$ cat src/rtl/user_gpio_ctrl.sv
// -----------------------------------------------------------------------------
// user_gpio_ctrl
//
// Eight-bit general purpose I/O block behind a zero-wait AHB-lite slave port.
//
// Register map (byte offset, HADDR[4:2] selects the register):
//   0x00 DATA_IN     RO   synchronized pad inputs
//   0x04 DATA_OUT    RW   pad drive value
//   0x08 OEB         RW   1 = pad tristated
//   0x0C IRQ_EN      RW   per-bit interrupt enable
//   0x10 IRQ_RISE    RW   1 = rising edge, 0 = falling edge
//   0x14 IRQ_STATUS  W1C  sticky edge flags
//   0x18 OUT_SET     WO   DATA_OUT |= data   (reads 0)
//   0x1C OUT_CLR     WO   DATA_OUT &= ~data  (reads 0)
//
// Only HWDATA[7:0] is used, and a write is applied only when the byte offset
// HADDR[1:0] of its address phase was zero. HSIZE is accepted but ignored.
//
// Build option:
//   USER_GPIO_CTRL_IRQ_EN  when defined, the interrupt logic (IRQ_EN,
//                          IRQ_RISE, IRQ_STATUS, edge detector) is built.
//                          When undefined, offsets 0x0C-0x14 read as zero,
//                          writes there are dropped and user_irq is tied low.
//
// Parameter SYNC_STAGES sets the depth of the input synchronizer; the legal
// range is 2..4.
// -----------------------------------------------------------------------------
module user_gpio_ctrl #(
    parameter int SYNC_STAGES = 2
) (
    input  logic        HCLK,
    input  logic        HRESET,

    // AHB-lite slave port
    input  logic        HSEL,
    input  logic [31:0] HADDR,
    input  logic [31:0] HWDATA,
    input  logic        HREADY,
    input  logic        HWRITE,
    input  logic [1:0]  HTRANS,
    input  logic [2:0]  HSIZE,
    output logic [31:0] HRDATA,
    output logic        HREADYOUT,

    // Pads
    input  logic [7:0]  gpio_in,
    output logic [7:0]  gpio_out,
    output logic [7:0]  gpio_oeb,

    // Level interrupt to the management core
    output logic        user_irq
);

    // -------------------------------------------------------------------------
    // Register selector, taken from HADDR[4:2]
    // -------------------------------------------------------------------------
    typedef enum logic [2:0] {
        REG_DATA_IN    = 3'd0,
        REG_DATA_OUT   = 3'd1,
        REG_OEB        = 3'd2,
        REG_IRQ_EN     = 3'd3,
        REG_IRQ_RISE   = 3'd4,
        REG_IRQ_STATUS = 3'd5,
        REG_OUT_SET    = 3'd6,
        REG_OUT_CLR    = 3'd7
    } reg_sel_e;

    // -------------------------------------------------------------------------
    // AHB address phase capture
    // -------------------------------------------------------------------------
    logic       addr_valid;  // a real transfer is addressing this slave
    logic       dp_valid;    // a data phase for this slave is in progress
    logic       dp_write;    // that data phase is a write
    reg_sel_e   dp_sel;      // register addressed by that data phase
    logic [1:0] dp_byte;     // byte offset captured from HADDR[1:0]

    // IDLE and BUSY have HTRANS[1] == 0 and never open a data phase.
    assign addr_valid = HSEL & HREADY & HTRANS[1];

    // Capture the address phase so the data phase knows what to do.
    always_ff @(posedge HCLK or posedge HRESET) begin
        if (HRESET) begin
            // NOTE: sequential state is always assigned non-blocking, so every
            // flop in the design samples pre-edge values regardless of the
            // order in which the simulator evaluates the blocks.
            dp_valid <= 1'b0;
            dp_write <= 1'b0;
            dp_sel   <= REG_DATA_IN;
            dp_byte  <= 2'b00;
        end else begin
            dp_valid <= addr_valid;
            if (addr_valid) begin
                dp_write <= HWRITE;
                dp_sel   <= reg_sel_e'(HADDR[4:2]);
                dp_byte  <= HADDR[1:0];
            end
        end
    end

    // The slave never stalls.
    assign HREADYOUT = 1'b1;

    // -------------------------------------------------------------------------
    // Write strobes, valid during the data phase; the registers update on the
    // edge that ends it. A reset during the data phase drops the write because
    // dp_valid is cleared asynchronously.
    // -------------------------------------------------------------------------
    logic       wr_en;
    logic [7:0] wr_data;
    logic       wr_data_out;
    logic       wr_oeb;
    logic       wr_out_set;
    logic       wr_out_clr;

    assign wr_en       = dp_valid & dp_write & (dp_byte == 2'b00);
    assign wr_data     = HWDATA[7:0];
    assign wr_data_out = wr_en & (dp_sel == REG_DATA_OUT);
    assign wr_oeb      = wr_en & (dp_sel == REG_OEB);
    assign wr_out_set  = wr_en & (dp_sel == REG_OUT_SET);
    assign wr_out_clr  = wr_en & (dp_sel == REG_OUT_CLR);

    // -------------------------------------------------------------------------
    // Output registers
    // -------------------------------------------------------------------------
    logic [7:0] data_out;
    logic [7:0] oeb;

    // DATA_OUT: direct write, or bitwise set/clear through the alias offsets.
    always_ff @(posedge HCLK or posedge HRESET) begin
        if (HRESET) begin
            data_out <= 8'h00;
        end else if (wr_data_out) begin
            data_out <= wr_data;
        end else if (wr_out_set) begin
            data_out <= data_out | wr_data;
        end else if (wr_out_clr) begin
            data_out <= data_out & ~wr_data;
        end
    end

    // OEB: all pads tristated out of reset.
    always_ff @(posedge HCLK or posedge HRESET) begin
        if (HRESET) begin
            oeb <= 8'hFF;
        end else if (wr_oeb) begin
            oeb <= wr_data;
        end
    end

    assign gpio_out = data_out;
    assign gpio_oeb = oeb;

    // -------------------------------------------------------------------------
    // Input synchronizer: SYNC_STAGES flops per pad bit, last stage is DATA_IN
    // -------------------------------------------------------------------------
    logic [7:0] sync_ff [SYNC_STAGES];
    logic [7:0] sync_in;

    // Shift pad samples through the synchronizer chain.
    always_ff @(posedge HCLK or posedge HRESET) begin
        if (HRESET) begin
            // NOTE: this array is a chain of flops rather than a memory, so it
            // is cleared element by element along with the other state.
            for (int i = 0; i < SYNC_STAGES; i++) begin
                sync_ff[i] <= 8'h00;
            end
        end else begin
            sync_ff[0] <= gpio_in;
            for (int i = 1; i < SYNC_STAGES; i++) begin
                sync_ff[i] <= sync_ff[i-1];
            end
        end
    end

    assign sync_in = sync_ff[SYNC_STAGES-1];

`ifdef USER_GPIO_CTRL_IRQ_EN
    // -------------------------------------------------------------------------
    // Interrupt logic
    // -------------------------------------------------------------------------
    logic       wr_irq_en;
    logic       wr_irq_rise;
    logic       wr_irq_status;
    logic [7:0] irq_en;
    logic [7:0] irq_rise;
    logic [7:0] irq_status;
    logic [7:0] prev_in;   // synchronized input one cycle ago
    logic [7:0] edge_det;  // per-bit edge of the selected polarity
    logic [7:0] w1c_mask;

    assign wr_irq_en     = wr_en & (dp_sel == REG_IRQ_EN);
    assign wr_irq_rise   = wr_en & (dp_sel == REG_IRQ_RISE);
    assign wr_irq_status = wr_en & (dp_sel == REG_IRQ_STATUS);

    // Enable and polarity configuration.
    always_ff @(posedge HCLK or posedge HRESET) begin
        if (HRESET) begin
            irq_en   <= 8'h00;
            irq_rise <= 8'h00;
        end else begin
            if (wr_irq_en) begin
                irq_en <= wr_data;
            end
            if (wr_irq_rise) begin
                irq_rise <= wr_data;
            end
        end
    end

    // Delayed copy of the synchronized input. Reset to zero, so a pin that is
    // already high when reset releases shows up as a rising edge.
    always_ff @(posedge HCLK or posedge HRESET) begin
        if (HRESET) begin
            prev_in <= 8'h00;
        end else begin
            prev_in <= sync_in;
        end
    end

    // Edges come only from input transitions: changing irq_rise while the
    // input is steady leaves sync_in == prev_in, so both terms stay zero.
    always_comb begin
        // NOTE: every always_comb output gets a default first so no path
        // leaves it unassigned and no latch is inferred.
        edge_det = 8'h00;
        w1c_mask = 8'h00;
        edge_det = ( irq_rise &  sync_in & ~prev_in)
                 | (~irq_rise & ~sync_in &  prev_in);
        if (wr_irq_status) begin
            w1c_mask = wr_data;
        end
    end

    // Sticky status: the clear is applied first and the new edge ORed in
    // afterwards, so a coincident edge wins over a write-one-to-clear.
    always_ff @(posedge HCLK or posedge HRESET) begin
        if (HRESET) begin
            irq_status <= 8'h00;
        end else begin
            irq_status <= (irq_status & ~w1c_mask) | edge_det;
        end
    end

    // Level interrupt straight from the registers.
    assign user_irq = |(irq_status & irq_en);
`else
    // Interrupt logic not built: the line stays low.
    assign user_irq = 1'b0;
`endif

    // -------------------------------------------------------------------------
    // Read data: driven in the data phase from current register state. A read
    // right behind a write to the same register sees the new value because the
    // write lands on the edge that starts the read's data phase.
    // -------------------------------------------------------------------------
    logic [7:0] rd_byte;

    // Read multiplexer.
    always_comb begin
        rd_byte = 8'h00;
        if (dp_valid && !dp_write) begin
            case (dp_sel)
                REG_DATA_IN:    rd_byte = sync_in;
                REG_DATA_OUT:   rd_byte = data_out;
                REG_OEB:        rd_byte = oeb;
`ifdef USER_GPIO_CTRL_IRQ_EN
                REG_IRQ_EN:     rd_byte = irq_en;
                REG_IRQ_RISE:   rd_byte = irq_rise;
                REG_IRQ_STATUS: rd_byte = irq_status;
`endif
                default:        rd_byte = 8'h00;
            endcase
        end
    end

    assign HRDATA = {24'h000000, rd_byte};

    // Bus bits with no function in this block.
    logic unused_bus_bits;
    assign unused_bus_bits = &{1'b0, HSIZE, HTRANS[0], HADDR[31:5], HWDATA[31:8]};

endmodule

$ cat config.mk
export PLATFORM = sky130hd
export DESIGN_NAME = user_gpio_ctrl
export DESIGN_NICKNAME = d
export VERILOG_FILES = /design/src/rtl/user_gpio_ctrl.sv
export SDC_FILE = /design/constraint.sdc
export NUM_CORES = 1
export LEC_CHECK = 0
export BUFFER_PORTS_ARGS = -buffer_cell sky130_fd_sc_hd__buf_4
export CORE_UTILIZATION = 41
export CTS_CLUSTER_SIZE = 8
export DETAILED_ROUTE_END_ITERATION = 8
export PLACE_DENSITY = 0.81
export SLEW_MARGIN = 20
export SYNTH_ARGS = -nofsm -noshare
export SYNTH_HDL_FRONTEND = slang
export SYNTH_SLANG_ARGS = --single-unit
$ cat constraint.sdc
create_clock -name HCLK -period 2.2 [get_ports HCLK]
set_input_delay 0.11 -clock HCLK [delete_from_list [all_inputs] [get_ports HCLK]]
set_output_delay 0.11 -clock HCLK [all_outputs]
set_load 0.02 [all_outputs]
==> results.json <==
{
  "status": "completed",
  "wl_per_cell_um": 13.6,
  "ys_warn_count": 0,
  "whs_ps": 46.6,
  "antenna_found_initial": 0,
  "viasPerCell": 4.83,
  "synth_area_sq_um": 1890,
  "first_pass_iters": 4,
  "grt_overflow_total": 0,
  "slowest_delay_ps": 590,
  "p_int_mw": 1.14,
  "ys_ff_latch": 39,
  "fin_cells": 280,
  "hold_viol_final": 0,
  "irDropWorstVdd_uv": 319,
  "switching_share_pct": 28.5,
  "synth_top_area_share_pct": 41.1,
  "num_rows": 24,
  "hold_class": "primary input to register",
  "synthCells": 165,
  "dp.cells": 263,
  "crit_path_start_kind": "register",
  "cts_sinks": 39,
  "path_class": "register to register",
  "rsz0062_at_grt": "false",
  "grt_use_total_pct": 16.2,
  "p_per_area_nw_per_um2": 664,
  "final_common_cell": "buf_4",
  "cts.clk_slew.worst_paths_ps": 70,
  "cts_tree": "yes",
  "ant_nets": 0,
  "layout_common_cells": "buf_4, dfrtp_1, conb_1, inv_1",
  "crit_chain": "or3b_1, a21o_1, a221oi_1",
  "power.leakage_nw": 1.19,
  "drtIter0Drc": 65,
  "switching_power_mw": 0.453,
  "nFillCells": 424,
  "fmax_ghz": 0.528,
  "gp_congestion": 0.714,
  "critPathMaxFanout": 11,
  "clock_tree.root_cell": "clkbuf_8",
  "synth_area_leaders": "dfrtp_1, dfstp_2, buf_4",
  "dieArea_sq_um": 4880,
  "routed_wl_um": 3820,
  "pre_cts_slack_ps": 305,
  "fin_nets": 309,
  "layout-drive-gt1-share_pct": 37.7,
  "cts-buffers-inserted": 5,
  "crit_arrival_ps": 2080,
  "grt_pass1_vias": 1311,
  "die_y_um": 69.9,
  "yosysSeqAreaShare_pct": 52.2,
  "critPathCaptureType": "register",
  "timing.final.crit_share_pct": 86.1,
  "grt_pass1_wl_um": 5990,
  "worstPathRequired_ps": 2380,
  "h-tree-depth": 2,
  "pwr-share-comb_pct": 19.5,
  "area_growth_syn_to_layout_pct": 27.0,
  "start_util_pct": 43.1,
  "grt_max_degree": 40,
  "clkPwrFrac_pct": 29.3,
  "vias": 1352,
  "crit_slowest_cell": "or3b_1",
  "yosysTopAreaCell": "dfrtp_1",
  "io_pins": 132,
  "setup_viol": 0,
  "cap_viol_max_count": 0,
  "slew_violations": 0,
  "numPortBuffers": 50,
  "antennaDiodeCount": 0,
  "finClkSkew_ps": 4.88,
  "fin_setup_tns_ps": 0,
  "die_x_um": 69.9,
  "cts_setup_buffers": 0,
  "core_sq_um": 4380,
  "cts.path.max_buffers": 2,
  "yosysUniqueCellTypes": 24,
  "dpl.hpwl_um": 2670,
  "p_seq_share_pct": 51.2,
  "clock_latency_ps": 300,
  "fin_crit_ps": 1890,
  "worst_slack_ps": 306,
  "drc": 0,
  "syn-mean-instance-area_sq_um": 11.4
}
## cell type report
class	count	area, sq um	share of cell area, %
clock buffers	5	68.8	2.87
well taps	52	65.1	2.71
multi-input cells	99	693	28.9
flip-flops and latches	39	986	41.1
inverters	18	67.6	2.82
clock inverters	3	15.0	0.626
repair buffers	64	503	21.0
## cells in the mapped netlist
library cell and instances:
or3b_1 1, mux2_2 6, nand2_1 1, mux2i_1 8
dfstp_2 8, clkbuf_1 4, buf_4 26, nand3_1 3
a21o_1 1, mux2_4 8, nor3_1 8, a2bb2oi_1 8
buf_6 1, conb_1 2, inv_1 18, nand4bb_1 1
nand3b_1 1, nor2_1 9, dfrtp_1 31, a221oi_1 8
buf_2 2, o21ai_0 8, nor2b_1 1, or4b_4 1
## routing by layer
layer,part of all wire (%),GRT usage (%)
met1,42,19.1
met2,51,27.5
met3,5.4,4.33
met4,1.4,7.56
met5,0,0
## stage by stage
stage / util (%) / power, mW / instance area, sq um
floorplan: - / 1.05 / 1980
global placement: 50.7 / 1.12 / 2220
detailed placement: 50.7 / 1.13 / 2220
CTS: 54.7 / 1.61 / 2400
global route: 54.7 / 1.66 / 2400
finish: 54.7 / 1.59 / 2400
## logic make-up (layout without fill, tap and decap cells)
group                  count (synthesis)  after routing  share of synthesized area, %
and+or+nand+nor                       26             26                          7.42
other                                  2             26                         0.398
AOI/OAI and AO/OA                     25             25                          9.94
DFF                                   39             39                          52.2
buffers and inverters                 51             90                          15.8
muxes                                 22             22                          14.2
## power groups by stage
stage                     clock (mW)  sequential, mW  combinational, mW
after floorplan                    0           0.817              0.237
after global routing           0.509           0.822              0.332
final                          0.467           0.814              0.310
after detailed placement           0           0.828              0.302
after global placement             0           0.824              0.293
after CTS                      0.477           0.814              0.315
## critical path: cells and delay by family (launching register included)
kind	cells	cell delay [ps]
compound gates	2	660
flops	1	530
simple gates	1	590
## worst paths after layout
kind,endpoint,start,cells past startpoint,slack [ps]
worst max-delay path,register,dp_sel[1]$_DFFE_PP0P_,3,310
worst min register to register,sync_in[6]$_DFF_PP0_,sync_ff[14]$_DFF_PP0_,0,350
worst max register to register,register,dp_sel[1]$_DFFE_PP0P_,3,310
worst min-delay path,dp_sel[1]$_DFFE_PP0P_,HADDR[3],2,50
max in group asynchronous,gpio_oeb[0]$_DFFE_PP1P_,HRESET,4,1340
min in group asynchronous,sync_ff[11]$_DFF_PP0_,HRESET,4,480
## timing repair
action                                 CTS  global route
hold buffers                             9             0
endpoints found under the hold margin   39             0
resized for setup                        0             0
Note: power is estimated with default switching activity, not from simulation.
